===== src/rtl/lib_pkg.sv =====
// Shared FIFO library: ceiling-log2 helper and the status bundle reused by
// every FIFO flavour in this codebase.
package lib_pkg;

    localparam int unsigned STAT_LVL_W = 32'd16;

    typedef struct packed {
        logic [STAT_LVL_W-1:0] level;
        logic                  full;
        logic                  empty;
        logic                  almost_full;
        logic                  almost_empty;
    } fifo_status_t;

    function automatic int unsigned clog2(input int unsigned value);
        int unsigned res;
        int unsigned rem;
        res = 32'd0;
        rem = value - 32'd1;
        while (rem != 32'd0) begin
            rem = rem >> 1;
            res = res + 32'd1;
        end
        return res;
    endfunction

endpackage


===== src/rtl/ring_fifo_rdy_ack_if.sv =====
// Producer/consumer rdy/ack bundle plus status for ring_fifo_rdy_ack.
// slave is the FIFO side, master is the environment side.
interface ring_fifo_rdy_ack_if #(
    parameter int unsigned DW    = 32'd8,
    parameter int unsigned DEPTH = 32'd8
);
    localparam int unsigned AW = lib_pkg::clog2(DEPTH);

    logic          i_rdy;
    logic          i_ack;
    logic [DW-1:0] i_data;
    logic          o_rdy;
    logic          o_ack;
    logic [DW-1:0] o_data;
    logic [AW:0]   level;
    logic          full;
    logic          empty;
    logic          almost_full;
    logic          almost_empty;

    modport slave (
        input  i_rdy, i_data, o_ack,
        output i_ack, o_rdy, o_data, level, full, empty, almost_full, almost_empty
    );

    modport master (
        output i_rdy, i_data, o_ack,
        input  i_ack, o_rdy, o_data, level, full, empty, almost_full, almost_empty
    );

endinterface


===== src/rtl/fifo_ram_1w1r.sv =====
// Simple dual-port storage: one clocked write port, one asynchronous read port.
// Deliberately unreset; the pointers decide which entries are meaningful.
module fifo_ram_1w1r #(
    parameter  int unsigned DW    = 32'd8,
    parameter  int unsigned DEPTH = 32'd8,
    localparam int unsigned AW    = lib_pkg::clog2(DEPTH)
) (
    input  logic          clk,
    input  logic          we,
    input  logic [AW-1:0] waddr,
    input  logic [DW-1:0] wdata,
    input  logic [AW-1:0] raddr,
    output logic [DW-1:0] rdata
);

    logic [DW-1:0] mem_r [DEPTH];

    // Write port
    always_ff @(posedge clk) begin
        if (we) begin
            mem_r[waddr] <= wdata;
        end else begin
            mem_r[waddr] <= mem_r[waddr];
        end
    end

    assign rdata = mem_r[raddr];

endmodule


===== src/rtl/ring_fifo_rdy_ack.sv =====
// Pointer-addressed ring FIFO with a registered output stage, optional
// empty-path bypass, synchronous flush and registered status.
module ring_fifo_rdy_ack
    import lib_pkg::*;
#(
    parameter int unsigned DW     = 32'd8,
    parameter int unsigned DEPTH  = 32'd8,
    parameter int unsigned AF_TH  = DEPTH - 32'd1,
    parameter int unsigned AE_TH  = 32'd1,
    parameter int unsigned BYPASS = 32'd0
) (
    input  logic               clk,
    input  logic               rst_n,
    input  logic               flush,
    ring_fifo_rdy_ack_if.slave bus
);

    localparam int unsigned           AW       = clog2(DEPTH);
    localparam bit                    BYP_EN   = (BYPASS != 32'd0);
    localparam logic [STAT_LVL_W-1:0] AF_L     = STAT_LVL_W'(AF_TH);
    localparam logic [STAT_LVL_W-1:0] AE_L     = STAT_LVL_W'(AE_TH);
    localparam logic [AW:0]           PTR_FULL = {1'b1, {AW{1'b0}}};
    localparam logic [AW:0]           PTR_ONE  = {{AW{1'b0}}, 1'b1};
    localparam logic [AW:0]           PTR_ZERO = {(AW+1){1'b0}};

    logic [AW:0]           wr_ptr_r, rd_ptr_r;
    logic [AW:0]           wr_ptr_nxt_s, rd_ptr_nxt_s;
    logic [AW:0]           ram_cnt_s, ram_cnt_nxt_s;
    logic                  o_rdy_r, o_rdy_nxt_s;
    logic [DW-1:0]         o_data_r, o_data_nxt_s;
    logic [DW-1:0]         ram_rdata_s;
    logic [STAT_LVL_W-1:0] level_nxt_s;
    fifo_status_t          status_r, status_nxt_s;
    logic                  i_ack_s, push_s, ld_s, pop_s, byp_s, wr_en_s, ram_empty_s;
    logic                  unused_level_s;

    fifo_ram_1w1r #(
        .DW   (DW),
        .DEPTH(DEPTH)
    ) u_ram (
        .clk  (clk),
        .we   (wr_en_s),
        .waddr(wr_ptr_r[AW-1:0]),
        .wdata(bus.i_data),
        .raddr(rd_ptr_r[AW-1:0]),
        .rdata(ram_rdata_s)
    );

    // i_ack comes only from the registered full flag and the flush pin
    assign i_ack_s = ~status_r.full & ~flush;

    // Handshake decode: push, output-stage load, RAM pop and bypass
    always_comb begin
        ram_cnt_s   = wr_ptr_r - rd_ptr_r;
        ram_empty_s = (ram_cnt_s == PTR_ZERO);
        push_s      = bus.i_rdy & i_ack_s;
        ld_s        = ~o_rdy_r | bus.o_ack;
        pop_s       = ~ram_empty_s & ld_s & ~flush;
        byp_s       = BYP_EN & push_s & ram_empty_s & ld_s;
        wr_en_s     = push_s & ~byp_s;
    end

    // Next pointers and output stage; a reload takes priority over o_ack clearing
    always_comb begin
        wr_ptr_nxt_s = wr_ptr_r;
        rd_ptr_nxt_s = rd_ptr_r;
        o_rdy_nxt_s  = o_rdy_r;
        o_data_nxt_s = o_data_r;
        if (flush) begin
            wr_ptr_nxt_s = PTR_ZERO;
            rd_ptr_nxt_s = PTR_ZERO;
            o_rdy_nxt_s  = 1'b0;
        end else begin
            if (wr_en_s) begin
                wr_ptr_nxt_s = wr_ptr_r + PTR_ONE;
            end else begin
                wr_ptr_nxt_s = wr_ptr_r;
            end
            if (pop_s) begin
                rd_ptr_nxt_s = rd_ptr_r + PTR_ONE;
                o_rdy_nxt_s  = 1'b1;
                o_data_nxt_s = ram_rdata_s;
            end else if (byp_s) begin
                o_rdy_nxt_s  = 1'b1;
                o_data_nxt_s = bus.i_data;
            end else if (bus.o_ack) begin
                o_rdy_nxt_s  = 1'b0;
            end else begin
                o_rdy_nxt_s  = o_rdy_r;
            end
        end
    end

    // Status derived from next-state values so it lines up with o_rdy and pointers
    always_comb begin
        ram_cnt_nxt_s             = wr_ptr_nxt_s - rd_ptr_nxt_s;
        level_nxt_s               = STAT_LVL_W'(ram_cnt_nxt_s) + STAT_LVL_W'(o_rdy_nxt_s);
        status_nxt_s.level        = level_nxt_s;
        status_nxt_s.full         = ((wr_ptr_nxt_s ^ rd_ptr_nxt_s) == PTR_FULL);
        status_nxt_s.empty        = (level_nxt_s == {STAT_LVL_W{1'b0}});
        status_nxt_s.almost_full  = (level_nxt_s >= AF_L);
        status_nxt_s.almost_empty = (level_nxt_s <= AE_L);
    end

    // State registers; asynchronous reset drops any in-flight word
    always_ff @(posedge clk or negedge rst_n) begin
        if (!rst_n) begin
            wr_ptr_r              <= PTR_ZERO;
            rd_ptr_r              <= PTR_ZERO;
            o_rdy_r               <= 1'b0;
            o_data_r              <= {DW{1'b0}};
            status_r.level        <= {STAT_LVL_W{1'b0}};
            status_r.full         <= 1'b0;
            status_r.empty        <= 1'b1;
            status_r.almost_full  <= (AF_L == {STAT_LVL_W{1'b0}});
            status_r.almost_empty <= 1'b1;
        end else begin
            wr_ptr_r <= wr_ptr_nxt_s;
            rd_ptr_r <= rd_ptr_nxt_s;
            o_rdy_r  <= o_rdy_nxt_s;
            o_data_r <= o_data_nxt_s;
            status_r <= status_nxt_s;
        end
    end

    assign bus.i_ack        = i_ack_s;
    assign bus.o_rdy        = o_rdy_r;
    assign bus.o_data       = o_data_r;
    assign bus.level        = status_r.level[AW:0];
    assign bus.full         = status_r.full;
    assign bus.empty        = status_r.empty;
    assign bus.almost_full  = status_r.almost_full;
    assign bus.almost_empty = status_r.almost_empty;
    assign unused_level_s   = ^status_r.level[STAT_LVL_W-1:AW+1];

endmodule


===== src/flat_wrapper.sv =====
// flat-port wrapper written by rule: the top's interface ports become plain ports
module ring_fifo_rdy_ack_flat import lib_pkg::*;
#(
    parameter int unsigned DW     = 32'd8,
    parameter int unsigned DEPTH  = 32'd8,
    parameter int unsigned AF_TH  = DEPTH - 32'd1,
    parameter int unsigned AE_TH  = 32'd1,
    parameter int unsigned BYPASS = 32'd0
)
  (clk, rst_n, flush, bus_i_rdy, bus_i_data, bus_o_ack, bus_i_ack, bus_o_rdy, bus_o_data, bus_level, bus_full, bus_empty, bus_almost_full, bus_almost_empty);
  ring_fifo_rdy_ack_if #(.DW(DW), .DEPTH(DEPTH)) bus_i ();
  input  logic clk;
  input  logic rst_n;
  input  logic flush;
  input wire logic [$bits(bus_i.i_rdy)-1:0] bus_i_rdy;
  input wire logic [$bits(bus_i.i_data)-1:0] bus_i_data;
  input wire logic [$bits(bus_i.o_ack)-1:0] bus_o_ack;
  output wire logic [$bits(bus_i.i_ack)-1:0] bus_i_ack;
  output wire logic [$bits(bus_i.o_rdy)-1:0] bus_o_rdy;
  output wire logic [$bits(bus_i.o_data)-1:0] bus_o_data;
  output wire logic [$bits(bus_i.level)-1:0] bus_level;
  output wire logic [$bits(bus_i.full)-1:0] bus_full;
  output wire logic [$bits(bus_i.empty)-1:0] bus_empty;
  output wire logic [$bits(bus_i.almost_full)-1:0] bus_almost_full;
  output wire logic [$bits(bus_i.almost_empty)-1:0] bus_almost_empty;
  assign bus_i.i_rdy = bus_i_rdy;
  assign bus_i.i_data = bus_i_data;
  assign bus_i.o_ack = bus_o_ack;
  assign bus_i_ack = bus_i.i_ack;
  assign bus_o_rdy = bus_i.o_rdy;
  assign bus_o_data = bus_i.o_data;
  assign bus_level = bus_i.level;
  assign bus_full = bus_i.full;
  assign bus_empty = bus_i.empty;
  assign bus_almost_full = bus_i.almost_full;
  assign bus_almost_empty = bus_i.almost_empty;
  ring_fifo_rdy_ack #(.DW(DW), .DEPTH(DEPTH), .AF_TH(AF_TH), .AE_TH(AE_TH), .BYPASS(BYPASS)) u_core (.clk(clk), .rst_n(rst_n), .flush(flush), .bus(bus_i));
endmodule

===== config.mk =====
export PLATFORM = sky130hd
export DESIGN_NAME = ring_fifo_rdy_ack_flat
export DESIGN_NICKNAME = d
export VERILOG_FILES = /design/src/rtl/lib_pkg.sv /design/src/rtl/ring_fifo_rdy_ack_if.sv /design/src/rtl/fifo_ram_1w1r.sv /design/src/rtl/ring_fifo_rdy_ack.sv /design/src/flat_wrapper.sv
export SDC_FILE = /design/constraint.sdc
export NUM_CORES = 1
export LEC_CHECK = 0
export ABC_CLOCK_PERIOD_IN_PS = 10000
export CAP_MARGIN = 5
export CORE_ASPECT_RATIO = 0.6
export CORE_UTILIZATION = 40
export CTS_CLUSTER_DIAMETER = 80
export CTS_CLUSTER_SIZE = 30
export DETAILED_ROUTE_END_ITERATION = 8
export PLACE_DENSITY_LB_ADDON = 0.15
export SKIP_LAST_GASP = 1
export SLEW_MARGIN = 20
export SYNTH_ARGS = -nofsm -noshare
export SYNTH_HDL_FRONTEND = slang
export SYNTH_SLANG_ARGS = --single-unit

===== constraint.sdc =====
create_clock -name clk -period 10 [get_ports clk]
set_clock_uncertainty 0.15 [all_clocks]
set_input_delay 1.5 -clock clk [delete_from_list [all_inputs] [get_ports clk]]
set_output_delay 1.5 -clock clk [all_outputs]
set_load 0.005 [all_outputs]

==> out/summary.txt <==
PwrDens: 255.1 mW/mm2
Starting Density: 0.4211
Synth cell types: 49
delay-heaviest family, CP: buffers and inverters
Final Cycle Share: 0.4672
Worst-path clk slew: 0.06 ns
critical path's slowest cell: clkdlybuf4s50_1
Maximum Capacitance Violations: 0
Tot GR Track Use: 0.1748
hold buffers post-CTS: 0
Synthesis Warnings: 0
share of power burned in registers: 0.386
Port Buffer Count: 30
ys async rst share: 0.2809
final net count: 317
synthesized net count: 281
global-route wire length before repair: 12570 um
vias in the first global route: 2133
ys flop type: edfxtp_1
CP max stage delay: 0.77 ns
Post-synth EDFFs: 64
share of post-route cells with drive strength above 1: 0.1678
Clock power frac: 0.255
die area: 0.01030 mm2
core area: 0.009392 mm2
Synth-to-Final Area Change: 18.25%
num rows: 27
Hold Fails Final Rpt: 0
final core occ: 0.4980
Post-Syn Area per Cell: 15.39 um2
Die Ht: 79.03 um
largest net degree at the start of global routing: 26
crit-path cells: clkdlybuf4s50_1 -> nor2_1 -> clkdlybuf4s50_1
minimum clock period: 4.672 ns
worst path bufs/invs: 2
Setup Buffers After CTS: 0
Hold/Removal Path Class: flip-flop to flip-flop
die width: 130.4 um
Yosys reg bits: 89
cts repair resizes: 0
Multi-input gate area: 0.001333 mm2
First-pass DRT Iterations: 4
top cells by area, synth: edfxtp_1 (49%), dfrtp_1 (15%), mux4_2 (9.1%), ha_1 (3.2%), nand2_1 (2.1%)
Relative slew margins: 0.3441
Total Wirelength: 7898 um
Top Ports: 31
Max Fclk: 0.2140 GHz
worst-margin pin slew: 0.9803 ns
startpoint types: primary input
Syn Std Cell Area: 0.003955 mm2
gr ovfl total: 0
CP Max Fanout: 18
via count: 2183
Comb pwr share: 0.359
Leak: 1.666 nW
Skew-Pair Late Insertion Delay: 0.33 ns
Final setup viols: 0
Int Power: 820.0 uW
peak supply drop: 98.00 uV
CP Capture Type: output port
Root Driver: clkbuf_16
post-detailed-route count of antenna-violating nets: 0
CP most frequent cell: clkdlybuf4s50_1
H-Tree Level Count: 3
HPWL after DPL: 5230 um
status: completed
Critical Path AT: 3.02 ns
clock buffer depth: 2
Net Sw Frac: 0.3127
# diodes: 0
DR iter-0 viols: 201
Fin Setup TNS: 0 ns
DP Worst Slack: 5.318 ns
Post-Syn Instances: 257
post-route setup slack: 5.328 ns
CTS Buf Count: 9
Setup CP Type: primary input to output port
share of the synthesized area in the top cell type: 0.4859
dominant cell type by area after synthesis: edfxtp_1
Net Switching: 373.0 uW
Residual DRC: 0
via density per instance: 5.100
RePlAce Congestion: 0.7319
initial antenna violation count: 0
Clock Sinks: 89
CP Data Required Time: 8.35 ns
WL/cell: 18.45 um
Seq/Total Area, Yosys: 0.6447
TritonCTS clock tree: built
Max Slew Vio Count: 0
unrepaired setup endpoints after global routing: no
FF/Latch Area: 0.002550 mm2
fillcell total: 848
cells in the mapped netlist, drive strengths merged (5+ instances only):
cell type	instances
dfrtp	23
nand3	7
ha	10
xnor2	7
inv	6
a31oi	9
buf	5
nand2	23
a21oi	11
mux4	16
nor2	22
edfxtp	64
flip-flops by register name, summed over array words and instances (netlist names):
register,flops
u_core.rd_ptr_r,4
u_core.wr_ptr_r,4
u_core.u_ram.mem_r,64
u_core.bus.empty,1
u_core.bus.full,1
u_core.bus.almost_full,1
u_core.bus.o_rdy,1
u_core.bus.almost_empty,1
u_core.bus.o_data,8
u_core.bus.level,4
cells by family (layout without fill, tap and decap cells):
group           after synthesis  count (layout)  synth area share
compound gates               32              32           0.05853
mux                          22              22            0.1069
simple gates                 75              75            0.1060
flops                        89              89            0.6447
xor+xnor                     11              11           0.02626
buf+inv                      17              58           0.02088
fa+ha+maj                    11              11           0.03670
power by group through the flow:
stage	clock, mW	sequential (mW)	combinational (mW)
finish	0.304	0.461	0.428
global route	0.329	0.465	0.479
detailed placement	0	0.469	0.429
floorplan	0	0.469	0.287
CTS	0.314	0.462	0.432
global placement	0	0.468	0.428
final cells by class:
class | count | area share
Clock buffer | 9 | 0.04815
Clock inverter | 7 | 0.009898
Inverter | 8 | 0.006421
Multi-Input combinational cell | 151 | 0.2849
Sequential cell | 89 | 0.5452
Tap cell | 130 | 0.03478
Timing Repair Buffer | 34 | 0.07063
final timing paths:
path / startpoint / endpoint / slack [ns] / cells past startpoint
worst max-delay path: flush / bus_i_ack / 5.33 / 3
worst min-delay path: u_core.bus.o_data[6]$_DFFE_PN0P_ / u_core.bus.o_data[6]$_DFFE_PN0P_ / 0.40 / 2
worst max register to register: u_core.rd_ptr_r[2]$_DFF_PN0_ / u_core.bus.almost_full$_DFF_PN0_ / 5.50 / 14
worst min register to register: u_core.bus.o_data[6]$_DFFE_PN0P_ / u_core.bus.o_data[6]$_DFFE_PN0P_ / 0.40 / 2
max in group asynchronous: rst_n / u_core.bus.almost_empty$_DFF_PN1_ / 8.01 / 2
min in group asynchronous: rst_n / u_core.wr_ptr_r[3]$_DFF_PN0_ / 1.39 / 2
metal layers:
| metal | vias to the layer above | global-route usage | part of all wire |
|---|---|---|---|
| li1 | 1043 | - | - |
| met1 | 1092 | 0.2749 | 0.53 |
| met2 | 40 | 0.2335 | 0.40 |
| met3 | 8 | 0.04650 | 0.059 |
| met4 | 0 | 0.04828 | 0.0086 |
| met5 | - | 0 | 0 |
metrics by stage:
stage / total power [mW] / instance area, um2 / std cells / hold slack (ns)
finish: 1.193 / 4677 / 428 / 0.4019
global route: 1.272 / 4677 / 428 / 0.4254
CTS: 1.207 / 4677 / 428 / 0.4108
detailed placement: 0.8980 / 4405 / 412 / 0.3949
global placement: 0.8966 / 4405 / 412 / 0.3908
floorplan: 0.7553 / 3955 / 257 / 0.3880
cell usage in the layout (no fill, tap or decap), types with 6 or more instances in the layout:
cell type,count
xnor2_1,6
inv_1,6
edfxtp_1,64
nand2_1,22
ha_1,10
a21oi_1,11
mux4_2,16
a31oi_1,9
nor2_1,20
clkdlybuf4s50_1,30
nand3_1,6
clkbuf_16,9
dfrtp_1,23
tightest hold or removal path: stages, from the launching register on:
cell     delay, ns
dfrtp_1       0.34
a21oi_1       0.04
a31oi_1       0.12
(Power assumes the default switching activity.)
